[config.mk]
export PLATFORM = sky130hd
export DESIGN_NAME = maq_bcd_mod
export DESIGN_NICKNAME = d
export VERILOG_FILES = /design/src/rtl/maq_bcd_mod.sv
export SDC_FILE = /design/constraint.sdc
export NUM_CORES = 1
export LEC_CHECK = 0
export ABC_AREA = 1
export BUFFER_PORTS_ARGS = -buffer_cell sky130_fd_sc_hd__buf_2
export CORE_UTILIZATION = 44
export DETAILED_ROUTE_END_ITERATION = 6
export PLACE_DENSITY = 0.78
export RECOVER_POWER = 50
export SLEW_MARGIN = 20
export SYNTH_ARGS = -nofsm -noshare
export SYNTH_HDL_FRONTEND = slang
export SYNTH_SLANG_ARGS = --single-unit
[constraint.sdc]
create_clock -name maqc_clock -period 2.6 [get_ports maqc_clock]
set_input_delay 0.13 -clock maqc_clock [delete_from_list [all_inputs] [get_ports maqc_clock]]
set_output_delay 0.13 -clock maqc_clock [all_outputs]
set_load 0.02 [all_outputs]
[src/rtl/maq_bcd_mod.sv]
// Two-digit BCD modulo-MOD up/down counter with validated load and wrap pulses; MAQC_SATURATE_EN clamps at the ends.
// Latency: one cycle from inc/dec/load to updated digits and carry/borrow/load_err pulse; tc/zero are combinational.
// Backpressure: none; every request is acted on at the next edge (reset > load > count).
module maq_bcd_mod #(
    parameter int MOD     = 60,
    parameter int MSD_W   = 3,
    parameter int RST_VAL = 0
) (
    input  logic             maqc_clock,
    input  logic             maqc_reset,
    input  logic             maqc_inc,
    input  logic             maqc_dec,
    input  logic             maqc_load,
    input  logic [3:0]       maqc_load_lsd,
    input  logic [MSD_W-1:0] maqc_load_msd,
    output logic [3:0]       maqc_lsd,
    output logic [MSD_W-1:0] maqc_msd,
    output logic             maqc_tc,
    output logic             maqc_zero,
    output logic             maqc_carry,
    output logic             maqc_borrow,
    output logic             maqc_load_err
);

    localparam logic [3:0]       RST_LSD = 4'(RST_VAL % 10);
    localparam logic [MSD_W-1:0] RST_MSD = MSD_W'(RST_VAL / 10);
    localparam logic [3:0]       MAX_LSD = 4'((MOD - 1) % 10);
    localparam logic [MSD_W-1:0] MAX_MSD = MSD_W'((MOD - 1) / 10);

    logic [3:0]       lsd_q, lsd_d;
    logic [MSD_W-1:0] msd_q, msd_d;
    logic             carry_q, carry_d;
    logic             borrow_q, borrow_d;
    logic             err_q, err_d;
    logic [31:0]      load_val;
    logic             load_ok;
    logic             count_up;
    logic             count_dn;

    // Full-width load value so any tens code, even an out-of-range one, compares correctly.
    assign load_val = 32'(maqc_load_msd) * 32'd10 + 32'(maqc_load_lsd);
    assign load_ok  = (maqc_load_lsd <= 4'd9) && (load_val < 32'(MOD));
    assign count_up = maqc_inc & ~maqc_dec;
    assign count_dn = maqc_dec & ~maqc_inc;

    assign maqc_tc   = (lsd_q == MAX_LSD) && (msd_q == MAX_MSD);
    assign maqc_zero = (lsd_q == 4'd0) && (msd_q == '0);

    always_comb begin
        lsd_d    = lsd_q;
        msd_d    = msd_q;
        carry_d  = 1'b0;
        borrow_d = 1'b0;
        err_d    = 1'b0;
        if (maqc_load) begin
            if (load_ok) begin
                lsd_d = maqc_load_lsd;
                msd_d = maqc_load_msd;
            end else begin
                err_d = 1'b1;
            end
        end else if (count_up) begin
            if (maqc_tc) begin
`ifdef MAQC_SATURATE_EN
                lsd_d = lsd_q;
`else
                lsd_d   = 4'd0;
                msd_d   = '0;
                carry_d = 1'b1;
`endif
            end else if (lsd_q == 4'd9) begin
                lsd_d = 4'd0;
                msd_d = msd_q + MSD_W'(1);
            end else begin
                lsd_d = lsd_q + 4'd1;
            end
        end else if (count_dn) begin
            if (maqc_zero) begin
`ifdef MAQC_SATURATE_EN
                lsd_d = lsd_q;
`else
                lsd_d    = MAX_LSD;
                msd_d    = MAX_MSD;
                borrow_d = 1'b1;
`endif
            end else if (lsd_q == 4'd0) begin
                lsd_d = 4'd9;
                msd_d = msd_q - MSD_W'(1);
            end else begin
                lsd_d = lsd_q - 4'd1;
            end
        end
    end

    always_ff @(posedge maqc_clock) begin
        if (maqc_reset) begin
            lsd_q    <= RST_LSD;
            msd_q    <= RST_MSD;
            carry_q  <= 1'b0;
            borrow_q <= 1'b0;
            err_q    <= 1'b0;
        end else begin
            lsd_q    <= lsd_d;
            msd_q    <= msd_d;
            carry_q  <= carry_d;
            borrow_q <= borrow_d;
            err_q    <= err_d;
        end
    end

    assign maqc_lsd      = lsd_q;
    assign maqc_msd      = msd_q;
    assign maqc_carry    = carry_q;
    assign maqc_borrow   = borrow_q;
    assign maqc_load_err = err_q;

endmodule
# Yosys cells after proc, flatten, opt, wreduce, memory -nomap -nowiden
# Cells that the tools add are included.
[word_totals]
in_bits = 12
output_inout_bits = 12
regBits = 10
word_cells = 55
[op_classes]
order_cmp = 2
bitwise_logic = 7
n_mux = 19
n_mul = 1
n_eq_ne = 4
reduce_logical = 12
addsub = 5
[ops]
columns = ["op", "n"]
rows = [
  ["two-way mux 4 bit", 8],
  ["two-way mux 3 bit", 8],
  ["adder 7 x 4 -> 8 bit", 1],
  ["less-than comparator 8 x 6 -> 1 bit (second input constant)", 1],
  ["multiplier 3 x 3 -> 6 bit (second input constant)", 1],
  ["inverter 1 bit", 5],
  ["adder 4 x 1 -> 4 bit (second input constant)", 1],
  ["equality test 4 bit (second input constant)", 1],
  ["less-or-equal comparator 4 bit (second input constant)", 1],
  ["zero test 4 bit", 1],
  ["!= test 4 x 3 -> 1 bit (second input constant)", 1],
  ["AND reduction 4 bit", 1],
  ["nonzero test 4 bit", 1],
  ["OR reduction 4 bit", 1],
  ["subtractor 4 x 1 -> 4 bit (second input constant)", 1],
  ["adder 3 x 1 -> 3 bit (second input constant)", 1],
  ["equality test 3 bit (second input constant)", 1],
  ["logical AND 1 bit", 3],
  ["zero test 3 bit", 1],
  ["two-way mux 1 bit", 3],
  ["nonzero test 3 bit", 1],
  ["OR reduction 3 bit", 1],
  ["subtractor 3 x 1 -> 3 bit (second input constant)", 1],
  ["AND 1 bit", 2],
  ["3 further kinds", 3],
]

# Longest topological paths before layout
[logic_depth]
word_depth = 6
ltp_mapped = 16
ltp_nobuf = 16

# Worst setup path before layout
# No wires, ideal clock.
[synth_timing]
path_kind = "input-to-reg"
from = "in maqc_load_msd[0]"
to = "reg lsd_q[0] (netlist: maqc_lsd[0])"
setup_ps = 113
n_path_buf = 0
t_arrival_ps = 1587
path_slack_ps = 899
required_ps = 2487
path_stages = 15
cell_sequence = "ha_1 ha_1 nand2_1 inv_1 nand2_1 nand2_1 nand3_2 nand2_1 nand2_1 nor2_2 nand2_2 nand2_4 nand2_2 o21ai_1 nor2_1"
[synth_between]
elab_chain_len = 6
[synth_lines]
columns = ["element", "line_no", "source"]
rows = [
  ["start, declared", "15", "input logic [MSD_W-1:0] maqc_load_msd,"],
  ["multiplier 3 x 3 -> 6 bit", "41", "assign load_val = 32'(maqc_load_msd) * 32'd10 + 32'(maqc_load_lsd);"],
  ["adder 7 x 4 -> 8 bit", "41", ""],
  ["less-than comparator 8 x 6 -> 1 bit", "42", "assign load_ok = (maqc_load_lsd <= 4'd9) && (load_val < 32'(MOD));"],
  ["logical AND 1 bit", "42", ""],
  ["!= test 2 x 1 -> 1 bit (no line)", "-", ""],
  ["AND reduction 2 bit (no line)", "-", ""],
  ["end signal, assigned", "103", "lsd_q <= lsd_d;"],
  ["end, declared", "30", "logic [3:0] lsd_q, lsd_d;"],
]
# No other way between the ends.
# A chain may end at the register's enable or synchronous reset.

# Worst setup path after layout
[layout_timing]
from = "reg lsd_q[0] (netlist: maqc_lsd[0])"
to = "reg msd_q[1] (netlist: maqc_msd[1])"
[layout_between]
elab_chain_len = 6
elab_cells_between_ends = 12
[layout_lines]
columns = ["element", "line_no", "source"]
rows = [
  ["zero test 4 bit", "47, 86", ""],
  ["logical AND 1 bit", "47", "assign maqc_zero = (lsd_q == 4'd0) && (msd_q == '0);"],
  ["two-way mux 3 bit", "78", "if (maqc_zero) begin"],
  ["two-way mux 3 bit", "77", "end else if (count_dn) begin"],
  ["two-way mux 3 bit", "62", "end else if (count_up) begin"],
  ["two-way mux 3 bit", "55", "if (maqc_load) begin"],
  ["end signal, assigned", "104", "msd_q <= msd_d;"],
  ["end, declared", "31", "logic [MSD_W-1:0] msd_q, msd_d;"],
]
# Several ways; a longest one is shown, not always the timed one. The select of a mux whose other input is x is not followed.

==> metrics.txt <==
Net Sw Frac=0.429; Mean Syn Cell Area=6.02 µm²; met3 WL post-DR=138 µm; Setup Crit Path Kind=flop to flop; GRT overflow=0; clk root buf=clkbuf_4; register area share after synthesis=0.199; register area=200 µm²; Post-synth EDFFs=0; Core Footprint=2060 µm²; Tmin final=roughly 1.7 ns; Synth Area in XOR/XNOR=0.0174; Synth top area share=0.199; Post-synth top cells=48 x nand2_1, 24 x nor2_1, 23 x inv_1; sw power=around 0.26 mW; Die Wd=~50 µm; Via density=between 5 and 6; initial core utilization=0.487; chip height=49.8 µm; Vias=~1100; DRC=0; vias in the first global route=1048; global placement routability congestion=0.906; FF-to-FF setup slack=0.90 ns; syn nets=189; Layout fillers=216; hold_buf cts=0; RSZ-0062 raised after global routing=no; Peak VDD IR=between 0.2 and 0.25 mV; # resized after CTS=0; Flop pwr share=0.318; synthesis-stage register bit count=10; synth warn=0; Synth Area in Compound Gates=0.105; clk_lat worst skew=0.28 ns; Pwr Total=0.605 mW; # IOs=24; Clock Skew=0.00407 ns; post-DR wirelength/cell=11.2 µm; Post-Synth Adder-Cell Area=0.132; multiplexer share of the synthesized area=0.00996; clock-pin slew on the worst setup and hold paths=0.07 ns; max_cap viols=0; status=finished clean; Clk pwr share=0.244; worst-margin pin slew=approximately 0.42 ns; total detailed-routing wirelength=2470 µm; DRT Pass-1 Iters=5; synthesized-area fraction occupied by and/or/nand/nor cells=0.422; Inserted Diodes=0; predominant post-synthesis flop cell=dfxtp_1; Die ar.=2480 µm²; row cnt=16; Setup TNS=0 ns; TritonCTS clock tree=done; Hold Crit Class=primary input to flop; Post-DRT Antenna Nets=0; H-Tree Depth=1; Layout area overhead=15.8%; most common cell in the netlist=nand2_1; Post-CTS Setup Repair Bufs=0; Met2 Wirelength=1180 µm; # setup viols final=0; Setup crit end kind=flop; Overall Global Routing Usage=0.231; Worst EP required=2.78 ns; IO buf count=23; Final #Nets=216; Comb pwr share=0.438; Final Hold Viols=0; fin. max-slew vios=0; combinational family with the most area after synthesis=simple AND/OR/NAND/NOR gates; Yosys cell types=26; number of DRC markers in iteration 0=27; share of cells above drive strength 1=0.140; global-route wire length before repair=about 4400 µm; Mapped Cells=between 150 and 200; Clock Path Buffers=2; initial antenna violation count=0; largest net degree at the start of global routing=11; M1 wire length=1090 µm; post-layout util=0.564; Synth Cell Area=about 1000 µm²; CTS Buf Count=3; CP Data Arrival Time=1.89 ns; power per cell area=520 nW/µm²; Internal=between 0.3 and 0.4 mW; Yosys top cell by area=dfxtp_1; CTS Sinks=10; relative slew slack=0.719; FFs w/ async S/R, synth=0; top post-synthesis cells by area=dfxtp_1 20%, nand2_1 18%, ha_1 11%; Critical Path Source Type=flop; top routing layer in use=met4; CP Max Fanout=7; HPWL Detailed=1880 µm; crit share post-route=0.654; Pleak=0.640 nW; multi-input gate area in the final layout=roughly 690 µm²; FMAX=588 MHz
## logic make-up after synthesis
kind of cell / after synthesis
compound gates: 19
simple gates: 97
xor+xnor: 2
buf+inv: 28
fa+ha+maj: 10
flops: 10
mux: 1
## final timing paths
path                             from                  endpoint  cells after the start
min                        maqc_reset  maqc_load_err$_SDFF_PP0_                      2
max          maqc_lsd[0]$_SDFFE_PP0P_  maqc_msd[1]$_SDFFE_PP0P_                     10
max reg2reg  maqc_lsd[0]$_SDFFE_PP0P_  maqc_msd[1]$_SDFFE_PP0P_                     10
min reg2reg  maqc_lsd[3]$_SDFFE_PP0P_  maqc_lsd[3]$_SDFFE_PP0P_                      2
## power by group through the flow
| stage | Sequential [mW] | Clock [mW] | Combinational (mW) |
|---|---|---|---|
| floorplan | 0.210 | 0 | 0.177 |
| detailed placement | 0.194 | 0 | 0.262 |
| global route | 0.195 | 0.157 | 0.305 |
| CTS | 0.191 | 0.145 | 0.266 |
| finish | 0.192 | 0.147 | 0.265 |
| global placement | 0.193 | 0 | 0.257 |
## sequential cells by signal, summed over array words and instances (netlist names)
signal         cells
maqc_load_err      1
maqc_borrow        1
maqc_carry         1
maqc_msd           3
maqc_lsd           4
## cells in the final DEF (no fill, tap or decap), types with 3 or more instances in the layout
master,count
a21oi_1,8
inv_1,23
ha_1,9
buf_2,13
dfxtp_1,10
nand3_1,8
nor2_1,24
o21ai_0,5
clkbuf_1,10
clkbuf_4,3
nor3_1,4
nand2_1,48
nand4_1,4
## layer usage
metal / GRT usage / vias up
li1: - / 580
met1: 0.268 / 500
met2: 0.396 / 49
met3: 0.0247 / 8
met4: 0.148 / 0
met5: 0 / -
## final cells by class
class / count / share of cell area
Clock buffer: 4 / 0.0312
Inverter: 27 / 0.0871
Multi-Input combinational cell: 129 / 0.592
Sequential cell: 10 / 0.172
Tap cell: 27 / 0.0290
Timing Repair Buffer: 23 / 0.0882
## through the flow
stage               hold slack (ns)  worst slack (ns)  instance area (µm²)  std cells
floorplan                     0.202             0.899                 1000        167
global placement              0.353             0.679                 1140        216
detailed placement            0.344             0.620                 1140        216
CTS                          0.0547             0.900                 1180        220
global route                 0.0642             0.684                 1160        220
finish                       0.0559             0.899                 1160        220
## worst max-delay path, stage by stage, from the launching register on
cell and delay (ns):
dfxtp_1 0.38, inv_1 0.10, nand2_1 0.07, nor2_1 0.26, nand3_1 0.22, nand3_1 0.12
nand2_1 0.05, a21boi_0 0.17, nand4_1 0.11, nand2_1 0.09, nor2_1 0.04
(Power assumes the default switching activity.)
